[src/rtl/mem_copy_pkg.sv]
// Shared types and constants for the mem_copy bus initiator.
package mem_copy_pkg;

    typedef enum logic [1:0] {
        IDLE,
        READ,
        WRITE
    } state_t;

    localparam logic MODE_COPY = 1'b0;
    localparam logic MODE_FILL = 1'b1;

    localparam int unsigned WORD_BYTES = 4;

endpackage

[src/rtl/mem_copy_if.sv]
// Single-port synchronous memory bus; read data returns one cycle after the address.
interface mem_copy_if;

    logic        mem_wren;
    logic [3:0]  mem_wmask;
    logic [31:0] mem_wdata;
    logic [31:0] mem_addr;
    logic [31:0] mem_rdata;

    modport master (
        output mem_wren,
        output mem_wmask,
        output mem_wdata,
        output mem_addr,
        input  mem_rdata
    );

    modport slave (
        input  mem_wren,
        input  mem_wmask,
        input  mem_wdata,
        input  mem_addr,
        output mem_rdata
    );

endinterface

[src/rtl/mem_copy.sv]
// Word copy / fill engine: one start strobe runs a job over the memory bus, done pulses at the end.
module mem_copy
    import mem_copy_pkg::*;
#(
    parameter int LEN_WIDTH = 16
) (
    input  logic                 clk,
    input  logic                 rst,
    input  logic                 start,
    input  logic                 mode,
    input  logic [31:0]          src,
    input  logic [31:0]          dst,
    input  logic [LEN_WIDTH-1:0] len,
    input  logic [31:0]          pattern,
    output logic                 busy,
    output logic                 done,
    mem_copy_if.master           mem
);

    localparam logic [31:0] STEP       = 32'(WORD_BYTES);
    localparam logic [31:0] ALIGN_MASK = ~(STEP - 32'd1);

    state_t               state_q, state_d;
    logic                 mode_q, mode_d;
    logic [31:0]          src_q, src_d;
    logic [31:0]          dst_q, dst_d;
    logic [31:0]          pat_q, pat_d;
    logic [LEN_WIDTH-1:0] rem_q, rem_d;
    logic                 done_q, done_d;

    always_ff @(posedge clk) begin
        if (rst) begin
            state_q <= IDLE;
            mode_q  <= MODE_COPY;
            src_q   <= '0;
            dst_q   <= '0;
            pat_q   <= '0;
            rem_q   <= '0;
            done_q  <= 1'b0;
        end else begin
            state_q <= state_d;
            mode_q  <= mode_d;
            src_q   <= src_d;
            dst_q   <= dst_d;
            pat_q   <= pat_d;
            rem_q   <= rem_d;
            done_q  <= done_d;
        end
    end

    always_comb begin
        state_d = state_q;
        mode_d  = mode_q;
        src_d   = src_q;
        dst_d   = dst_q;
        pat_d   = pat_q;
        rem_d   = rem_q;
        done_d  = 1'b0;
        case (state_q)
            IDLE: begin
                if (start) begin
                    mode_d = mode;
                    src_d  = src & ALIGN_MASK;
                    dst_d  = dst & ALIGN_MASK;
                    pat_d  = pattern;
                    rem_d  = len;
                    if (len == '0) begin
                        done_d = 1'b1;
                    end else begin
                        state_d = (mode == MODE_FILL) ? WRITE : READ;
                    end
                end
            end
            READ: state_d = WRITE;
            WRITE: begin
                // Pointers wrap modulo 2^32 by construction.
                src_d = src_q + STEP;
                dst_d = dst_q + STEP;
                rem_d = rem_q - LEN_WIDTH'(1);
                if (rem_q == LEN_WIDTH'(1)) begin
                    state_d = IDLE;
                    done_d  = 1'b1;
                end else begin
                    state_d = (mode_q == MODE_COPY) ? READ : WRITE;
                end
            end
            default: state_d = IDLE;
        endcase
    end

    // Everything but the copy write data comes straight from registered state.
    always_comb begin
        busy          = (state_q != IDLE);
        done          = done_q;
        mem.mem_wren  = (state_q == WRITE);
        mem.mem_wmask = (state_q == WRITE) ? 4'hF : 4'h0;
        mem.mem_addr  = '0;
        mem.mem_wdata = '0;
        case (state_q)
            READ: mem.mem_addr = src_q;
            WRITE: begin
                mem.mem_addr  = dst_q;
                mem.mem_wdata = (mode_q == MODE_COPY) ? mem.mem_rdata : pat_q;
            end
            default: ;
        endcase
    end

endmodule

[src/flat_wrapper.sv]
// flat-port wrapper written by rule: the top's interface ports become plain ports
module mem_copy_flat import mem_copy_pkg::*;
#(
    parameter int LEN_WIDTH = 16
)
  (clk, rst, start, mode, src, dst, len, pattern, busy, done, mem_mem_wren, mem_mem_wmask, mem_mem_wdata, mem_mem_addr, mem_mem_rdata);
  mem_copy_if mem_i ();
  input  logic clk;
  input  logic rst;
  input  logic start;
  input  logic mode;
  input  logic [31:0] src;
  input  logic [31:0] dst;
  input  logic [LEN_WIDTH-1:0] len;
  input  logic [31:0] pattern;
  output logic busy;
  output logic done;
  output wire logic [$bits(mem_i.mem_wren)-1:0] mem_mem_wren;
  output wire logic [$bits(mem_i.mem_wmask)-1:0] mem_mem_wmask;
  output wire logic [$bits(mem_i.mem_wdata)-1:0] mem_mem_wdata;
  output wire logic [$bits(mem_i.mem_addr)-1:0] mem_mem_addr;
  input wire logic [$bits(mem_i.mem_rdata)-1:0] mem_mem_rdata;
  assign mem_mem_wren = mem_i.mem_wren;
  assign mem_mem_wmask = mem_i.mem_wmask;
  assign mem_mem_wdata = mem_i.mem_wdata;
  assign mem_mem_addr = mem_i.mem_addr;
  assign mem_i.mem_rdata = mem_mem_rdata;
  mem_copy #(.LEN_WIDTH(LEN_WIDTH)) u_core (.clk(clk), .rst(rst), .start(start), .mode(mode), .src(src), .dst(dst), .len(len), .pattern(pattern), .busy(busy), .done(done), .mem(mem_i));
endmodule
[config.mk]
export PLATFORM = sky130hd
export DESIGN_NAME = mem_copy_flat
export DESIGN_NICKNAME = d
export VERILOG_FILES = /design/src/rtl/mem_copy_pkg.sv /design/src/rtl/mem_copy_if.sv /design/src/rtl/mem_copy.sv /design/src/flat_wrapper.sv
export SDC_FILE = /design/constraint.sdc
export NUM_CORES = 1
export LEC_CHECK = 0
export CORE_ASPECT_RATIO = 2
export CORE_MARGIN = 4
export CORE_UTILIZATION = 53
export CTS_BUF_LIST = sky130_fd_sc_hd__clkbuf_4
export DETAILED_ROUTE_END_ITERATION = 6
export PLACE_DENSITY_LB_ADDON = 0.3
export SLEW_MARGIN = 20
export SYNTH_ARGS = -nofsm -noshare
export SYNTH_HDL_FRONTEND = slang
export SYNTH_SLANG_ARGS = --single-unit
[constraint.sdc]
create_clock -name clk -period 5.23 [get_ports clk]
set_input_delay 0.7845 -clock clk [delete_from_list [all_inputs] [get_ports clk]]
set_output_delay 0.7845 -clock clk [all_outputs]
set_load 0.02 [all_outputs]
Word-level counts from Yosys, hierarchy flattened
Cells that the tools add are included.

Logic and storage cells: 42. Register bits after elaboration: 116. Output and inout port bits: 71.

Multiplexer cells: 20. Equality and inequality tests: 5. Reduce and logical (&&, ||, !) cells: 7. $add $sub $neg: 3.

Operators by type and width (count): case mux 32 bit (2 select lines) (3); 2-to-1 mux 32 bit (4); adder 32 x 3 -> 32 bit (second input constant) (2); case mux 16 bit (2 select lines) (1); equality test 16 x 1 -> 1 bit (second input constant) (1); logical NOT 16 bit (1); 2-to-1 mux 16 bit (1); subtractor 16 x 1 -> 16 bit (second input constant) (1); 2-to-1 mux 2 bit (5); case mux 2 bit (3 select lines) (1); AND reduction 2 bit (3); 2-to-1 mux 4 bit (1); inequality test 2 bit (second input constant) (2); nonzero test 2 bit (2); 2-to-1 mux 1 bit (3); equality test 2 x 1 -> 1 bit (second input constant) (1); equality test 2 bit (second input constant) (1); logical NOT 2 bit (1); case mux 1 bit (2 select lines) (1).

Logic depth before layout (Yosys ltp)
Gate-level depths: netlist (run 1).

Depth after elaboration: 4. Gate-level depth with buffers: 10. Gate-level depth less buffers: 7.

Least setup slack after synthesis (run 1)
No wires, ideal clock.

Kind: reg-to-output. Start point: register u_core.state_q[0]. End point: output mem_mem_addr[10]. Buffers on the path: 3. Required time: 4445 ps. Arrival time: 2085 ps. Stages on the path, launching flop included: 8. Path slack: 2360 ps. Path through: dfxtp_1 > inv_1 > ha_1 > buf_2 > clkbuf_1 > clkbuf_1 > nand2_1 > a21boi_0.

Cells in the longest elaborated chain, start to end: 2.

RTL lines: start: declaration (line mem_copy.sv:23) `state_t state_q, state_d;`; start signal: assignment (line mem_copy.sv:41) `state_q <= state_d;`; equality test 2 bit; via mem_mem_wren (line flat_wrapper.sv:18) `output wire logic [$bits(mem_i.mem_wren)-1:0] mem_mem_wren;`; case mux 32 bit (2 select lines) (line mem_copy.sv:99) `case (state_q)`; end: declaration (line flat_wrapper.sv:21) `output wire logic [$bits(mem_i.mem_addr)-1:0] mem_mem_addr;`.

The timed path passes the listed nets, and every way through them passes these cells.

Worst setup path after layout (run 1)
Start point: register u_core.state_q[0]. End point: output mem_mem_addr[20].

Cells in the longest elaborated chain, start to end: 2.

RTL lines (line): equality test 2 bit / equality test 2 x 1 -> 1 bit (equally long branches) (mem_copy.sv:99); case mux 32 bit (2 select lines) * (mem_copy.sv:99).

Every way passes the cells marked *; elsewhere a longest branch is shown, timed or not.

==> flow_metrics.py, run 1 <==
metrics = {
    "outcome": {
        "status": "completed",
    },
    "power_and_ir_drop": {
        "p_sw_mw": 1.21,
        "seqPwrFrac": 0.428,
        "switching_share": 0.426,
        "p_comb_frac": 0.429,
        "power_frac_clock": 0.143,
        "vdd_ir_drop_max_uv": 162,
        "leakagePower_nw": 3.07,
        "internal-power_mw": 1.63,
        "power.density_mw_per_mm2": 303,
        "p_total_mw": 2.84,
    },
    "cells_and_area": {
        "drive_gt1_frac": 0.0423,
        "n_fill_cell": 1171,
        "final_nets": 1285,
        "synthToLayoutAreaGrowth_pct": 29.4,
        "regArea_mm2": 0.00224,
        "multi_input_area_mm2": 0.00460,
    },
    "yosys": {
        "synth_flop_cell": "dfxtp_1",
        "synth_seq_area_share": 0.309,
        "synth_cell_type_count": 70,
        "ys_warn_count": 0,
        "syn-cell-area_mm2": 0.00725,
        "synth_edf_count": 0,
        "avgSynthCellArea_um2": 7.35,
        "ys_ff_latch": 112,
        "async_flop_share": 0,
        "postSynthCellCount": 986,
    },
    "detailed_routing": {
        "num_vias": 8279,
        "drtIter0Drc": 623,
        "wl_um": 24800,
        "dr.pass1.iters": 5,
        "vias_per_cell": 6.42,
        "drc_errors": 0,
        "routedWlPerCell_um": 19.2,
        "postRouteAntennaNets": 0,
    },
    "clocking": {
        "clkLatencyLatePin_ns": 0.48,
        "cts_tree": "yes",
        "clockRootBuffer": "clkbuf_4",
        "htreeDepth": 3,
        "clk_pin_slew_ns": 0.17,
        "clock_path_buffers": 2,
        "cts.sinks": 112,
        "postCtsHoldBufs": 0,
        "postCtsSetupRepairBufs": 0,
        "numCtsBuffers": 9,
        "cts_resized": 0,
    },
    "setup_path": {
        "required_ns": 4.45,
        "max_stage_delay_ns": 0.78,
        "crit_slowest_cell": "ha_4",
        "r2r-end": "u_core.dst_q[25]$_SDFFE_PP0P_",
        "critPathLaunch": "u_core.state_q[0]$_SDFFE_PP0P_",
        "reg2regPathDepth": 8,
        "cp_cell_sequence": "inv_1, ha_4, buf_4, a22oi_1, nor2b_1, clkdlybuf4s50_1",
        "r2r-start": "u_core.state_q[0]$_SDFFE_PP0P_",
        "worstSetupStartpointType": "register",
        "path_class": "register to primary output",
        "reg2reg_slack_ns": 1.73,
        "arrival_ns": 3.26,
        "end_kind": "primary output",
        "crit_fanout": 91,
    },
    "floorplanning": {
        "die_w_um": 90.7,
        "num_rows": 60,
        "dieArea_mm2": 0.0157,
        "core_mm2": 0.0134,
        "die_h_um": 173,
        "io_pins": 219,
        "start_util": 0.540,
    },
    "sta": {
        "max-slew-margin-rel": 0.308,
        "fmax_ghz": 0.247,
        "hold_ws_ns": 0.468,
        "rsz0062_at_grt": "false",
        "worst_slack_ns": 1.18,
        "tightest_slew_ns": 1.04,
        "timing.final.crit_share": 0.774,
        "setup_viol": 0,
        "min_period_ns": 4.05,
        "skew_ns": 0.0202,
        "setup_tns_ns": 0,
        "drv_slew": 0,
        "finalHoldViolCount": 0,
    },
    "global_routing": {
        "grt_max_degree": 92,
        "grt-ovfl-total": 0,
        "grt_antenna_before_repair": 1,
        "track_usage": 0.306,
        "grt_pass1_wl_um": 39900,
        "grt_pass1_vias": 7816,
    },
    "worst_hold_path": {
        "min_to": "u_core.pat_q[25]$_SDFFE_PP0P_",
        "whs_path_depth": 2,
        "hold_class": "register to register",
        "hold_path_startpoint": "u_core.pat_q[25]$_SDFFE_PP0P_",
    },
    "placement": {
        "place.gp.congestion": 0.958,
        "dpl_worst_slack_ns": 1.64,
        "post-dp-hpwl_um": 17900,
        "port_buffers": 212,
    },
    "run": {
        "maxCapViolations": 0,
    },
}
cells in the mapped netlist, types with 6 or more instances:
library cell  count  area share
o22ai_1           8      0.0069
ha_1              8       0.014
a21oi_1          97       0.067
a22oi_1          43       0.045
a211oi_1         19       0.020
and3_1           19       0.016
nor2_1           72       0.037
buf_1            13      0.0067
o211ai_1          8      0.0083
a31oi_1          12       0.010
nor3_1           30       0.021
nand4_1          16       0.014
mux2i_1          40       0.055
o21a_1            6      0.0062
and2_1            6      0.0052
nor2b_1          38       0.033
nor4_1           16       0.014
or3_1             7      0.0060
and4_1            8      0.0097
inv_1            12      0.0062
nand2_1         132       0.068
a21o_1            6      0.0062
o21ai_0          59       0.041
clkbuf_1         53       0.027
o32ai_1           6      0.0072
dfxtp_1         112        0.31
buf_2            14      0.0097
buf_4             9      0.0093
nand3_1          39       0.027
layout make-up:
cell class | count | area share
antenna | 1 | 0.000267
clock buffer | 11 | 0.00880
clock inverter | 5 | 0.00360
inverter | 13 | 0.00520
multi-input combinational | 772 | 0.490
sequential | 112 | 0.239
tap | 155 | 0.0207
timing repair buffer | 221 | 0.233
power by group through the flow:
stage / Clock, mW / Combinational, mW / Sequential [mW]
CTS: 0.412 / 1.21 / 1.20
global placement: 0 / 1.18 / 1.22
finish: 0.407 / 1.22 / 1.22
detailed placement: 0 / 1.20 / 1.22
global route: 0.440 / 1.33 / 1.24
floorplan: 0 / 0.862 / 1.13
sequential cells by signal, summed over array words and instances, names as in the netlist:
signal          count
u_core.pat_q       32
u_core.dst_q       30
u_core.src_q       30
u_core.rem_q       16
u_core.state_q      2
u_core.done         1
u_core.mode_q       1
through the flow:
step | cells | instance area (um2) | utilization
after floorplan | 987 | 7260 | -
after global placement | 1273 | 9260 | 0.689
after detailed placement | 1273 | 9260 | 0.689
after CTS | 1289 | 9380 | 0.698
after global routing | 1290 | 9390 | 0.698
final | 1290 | 9390 | 0.698
worst max-delay path by stage:
stage / end
final: mem_mem_addr[20]
after detailed placement: u_core.dst_q[25]$_SDFFE_PP0P_
after CTS: mem_mem_addr[20]
after floorplan: mem_mem_addr[10]
after global routing: mem_mem_wdata[26]
after global placement: u_core.dst_q[25]$_SDFFE_PP0P_
cell families (layout without fill, tap and decap cells):
logic type | Yosys count | after routing | share of synthesized area
and+or+nand+nor | 416 | 416 | 0.290
AOI/OAI and AO/OA | 299 | 299 | 0.259
DFF | 112 | 112 | 0.309
buffers and inverters | 103 | 250 | 0.0614
muxes | 46 | 46 | 0.0645
adders and majority gates | 8 | 8 | 0.0138
other | 1 | 3 | 0.000517
xor gates and xnor gates | 1 | 1 | 0.00121
layer usage:
| layer | GRT usage | wire length, um | vias up |
|---|---|---|---|
| li1 | - | - | 3903 |
| met1 | 0.343 | 9120 | 3871 |
| met2 | 0.543 | 12500 | 417 |
| met3 | 0.0487 | 1740 | 88 |
| met4 | 0.173 | 1430 | 0 |
| met5 | 0 | 0 | - |
layout by cell type, fill, tap and decap left out, types with 30 or more instances in the layout:
cell / count
nor3_1: 30
clkdlybuf4s50_1: 211
a22oi_1: 43
nand3_1: 39
mux2i_1: 39
nand2_1: 131
a21oi_1: 97
nor2b_1: 38
nor2_1: 72
dfxtp_1: 111
o21ai_0: 59
worst max-delay path: cells and delay by family (launching register included):
kind,cells,cell delay [ns]
adder cells (fa/ha/maj),1,0.78
AND/OR/NAND/NOR,1,0.13
buffers and inverters,3,1.25
flip-flops,1,0.38
AO/OA/AOI/OAI,1,0.16
(Power assumes the default switching activity.)
==> run 2, diff against run 1 <==
--- a/config.mk
+++ b/config.mk
@@ -7,7 +7,7 @@
 export LEC_CHECK = 0
 export CORE_ASPECT_RATIO = 2
 export CORE_MARGIN = 4
-export CORE_UTILIZATION = 53
+export CORE_UTILIZATION = 44
 export CTS_BUF_LIST = sky130_fd_sc_hd__clkbuf_4
 export DETAILED_ROUTE_END_ITERATION = 6
 export PLACE_DENSITY_LB_ADDON = 0.3
==> constraint.sdc (replaced) <==
create_clock -name clk -period 3.5 [get_ports clk]
set_input_delay 0.525 -clock clk [delete_from_list [all_inputs] [get_ports clk]]
set_output_delay 0.525 -clock clk [all_outputs]
set_load 0.02 [all_outputs]
==> run 2 against run 1 <==
- worst setup slack got worse by 1.0 ns
- cell area up 2.7%
- highest routed layer unchanged
- via count decreased by 1.1%
- non-clock buffer count rose by 19
- largest cell class unchanged
==> flow_metrics.py, run 2 (synthesis results as in run 1) <==
metrics = {
    "floorplanning": {
        "die_w_um": 98.8,
        "io_pins": 219,
        "start_util": 0.446,
        "core_mm2": 0.0163,
        "num_rows": 66,
        "die_h_um": 190,
        "dieArea_mm2": 0.0187,
    },
    "sta": {
        "finalHoldViolCount": 0,
        "max-slew-margin-rel": 0.490,
        "setup_viol": 0,
        "timing.final.crit_share": 0.953,
        "rsz0062_at_grt": "false",
        "skew_ns": 0.0305,
        "drv_slew": 0,
        "fmax_ghz": 0.300,
        "tightest_slew_ns": 0.765,
        "setup_tns_ns": 0,
        "min_period_ns": 3.34,
    },
    "worst_hold_path": {
        "hold_path_startpoint": "rst",
        "hold_class": "input port to register",
        "whs_path_depth": 2,
    },
    "detailed_routing": {
        "postRouteAntennaNets": 0,
        "dr.pass1.iters": 5,
        "wl_um": 25800,
        "drc_errors": 0,
        "num_vias": 8186,
        "vias_per_cell": 6.03,
        "routedWlPerCell_um": 19.0,
        "drtIter0Drc": 516,
    },
    "cells_and_area": {
        "top_register": "u_core.pat_q",
        "mostFrequentLayoutCell": "clkdlybuf4s50_1",
        "reg_top3": "u_core.pat_q: 32 flops, u_core.dst_q: 30 flops, u_core.src_q: 30 flops",
        "synthToLayoutAreaGrowth_pct": 32.9,
        "final_cells": 1358,
        "final_nets": 1304,
        "n_fill_cell": 1539,
        "layout_common_cells": "211 x clkdlybuf4s50_1, 132 x nand2_1, 111 x dfxtp_1, 97 x a21oi_1, 72 x nor2_1",
        "largest_reg_flops": 32,
        "drive_gt1_frac": 0.0564,
    },
    "global_routing": {
        "grt_pass1_vias": 8121,
        "grt-ovfl-total": 0,
        "grt_pass1_wl_um": 41000,
        "grt_antenna_before_repair": 1,
        "track_usage": 0.267,
        "grt_max_degree": 54,
    },
    "placement": {
        "post-dp-hpwl_um": 19100,
        "dp.cells": 1341,
        "place.gp.congestion": 0.928,
        "port_buffers": 212,
    },
    "clocking": {
        "clk_pin_slew_ns": 0.16,
        "postCtsSetupRepairBufs": 0,
        "clock_path_buffers": 2,
        "numCtsBuffers": 9,
        "cts_tree": "yes",
        "clkLatencyLatePin_ns": 0.49,
        "cts_resized": 0,
        "postCtsHoldBufs": 0,
        "clockRootBuffer": "clkbuf_4",
        "htreeDepth": 3,
        "cts.sinks": 112,
    },
    "setup_path": {
        "arrival_ns": 2.81,
        "required_ns": 2.97,
        "path_class": "register to primary output",
        "r2r-start": "u_core.state_q[0]$_SDFFE_PP0P_",
        "worstSetupStartpointType": "register",
        "critPathLaunch": "u_core.state_q[0]$_SDFFE_PP0P_",
        "reg2regPathDepth": 7,
        "crit_fanout": 23,
        "end_kind": "primary output",
    },
    "power_and_ir_drop": {
        "power.density_mw_per_mm2": 458,
        "leakagePower_nw": 3.18,
        "p_total_mw": 4.41,
        "vdd_ir_drop_max_uv": 224,
    },
    "outcome": {
        "status": "completed",
    },
    "run": {
        "maxCapViolations": 0,
    },
}
==> run 2: worst max-delay path, stage by stage, from the launching register on <==
cell and delay [ns]:
dfxtp_1 0.42, inv_1 0.11, ha_1 0.80, buf_4 0.24, nor2b_1 0.14, clkdlybuf4s50_1 0.61
==> run 2: routing by layer <==
layer / GRT usage / share of wire
met3: 0.0400 / 0.058
met2: 0.487 / 0.52
met4: 0.149 / 0.051
met5: 0 / 0
met1: 0.287 / 0.37
==> run 2: layout make-up <==
cell class              count  area, um2  area share
well taps                 204        255      0.0265
flip-flops and latches    112       2240       0.233
clock buffers              11       82.6     0.00857
repair buffers            240       2350       0.244
clock inverters             5       55.1     0.00571
inverters                  13       48.8     0.00506
multi-input cells         772       4590       0.477
diodes                      1       2.50    0.000260
==> run 2: power by group <==
group,total [mW],internal (mW),switching [mW]
Clock,0.673,0.234,0.439
Sequential,1.80,1.49,0.310
Combinational,1.94,0.853,1.09
==> run 2: final timing paths <==
kind                                   endpoint  slack [ns]
setup / recovery                mem_mem_addr[2]        0.16
hold / removal    u_core.pat_q[22]$_SDFFE_PP0P_        0.28
setup reg to reg  u_core.src_q[24]$_SDFFE_PP0P_        0.93
hold reg to reg   u_core.pat_q[21]$_SDFFE_PP0P_        0.47
==> run 2: through the flow <==
| stage | hold WS (ns) | cell area (um2) | setup slack [ns] | util |
|---|---|---|---|---|
| after CTS | 0.254 | 9630 | 0.136 | 0.592 |
| after global placement | 0.443 | 9500 | 0.700 | 0.584 |
| after global routing | 0.261 | 9640 | 0.0220 | 0.592 |
| final | 0.277 | 9640 | 0.164 | 0.592 |
| after floorplan | 0.436 | 7260 | 0.890 | - |
| after detailed placement | 0.448 | 9500 | 0.698 | 0.584 |
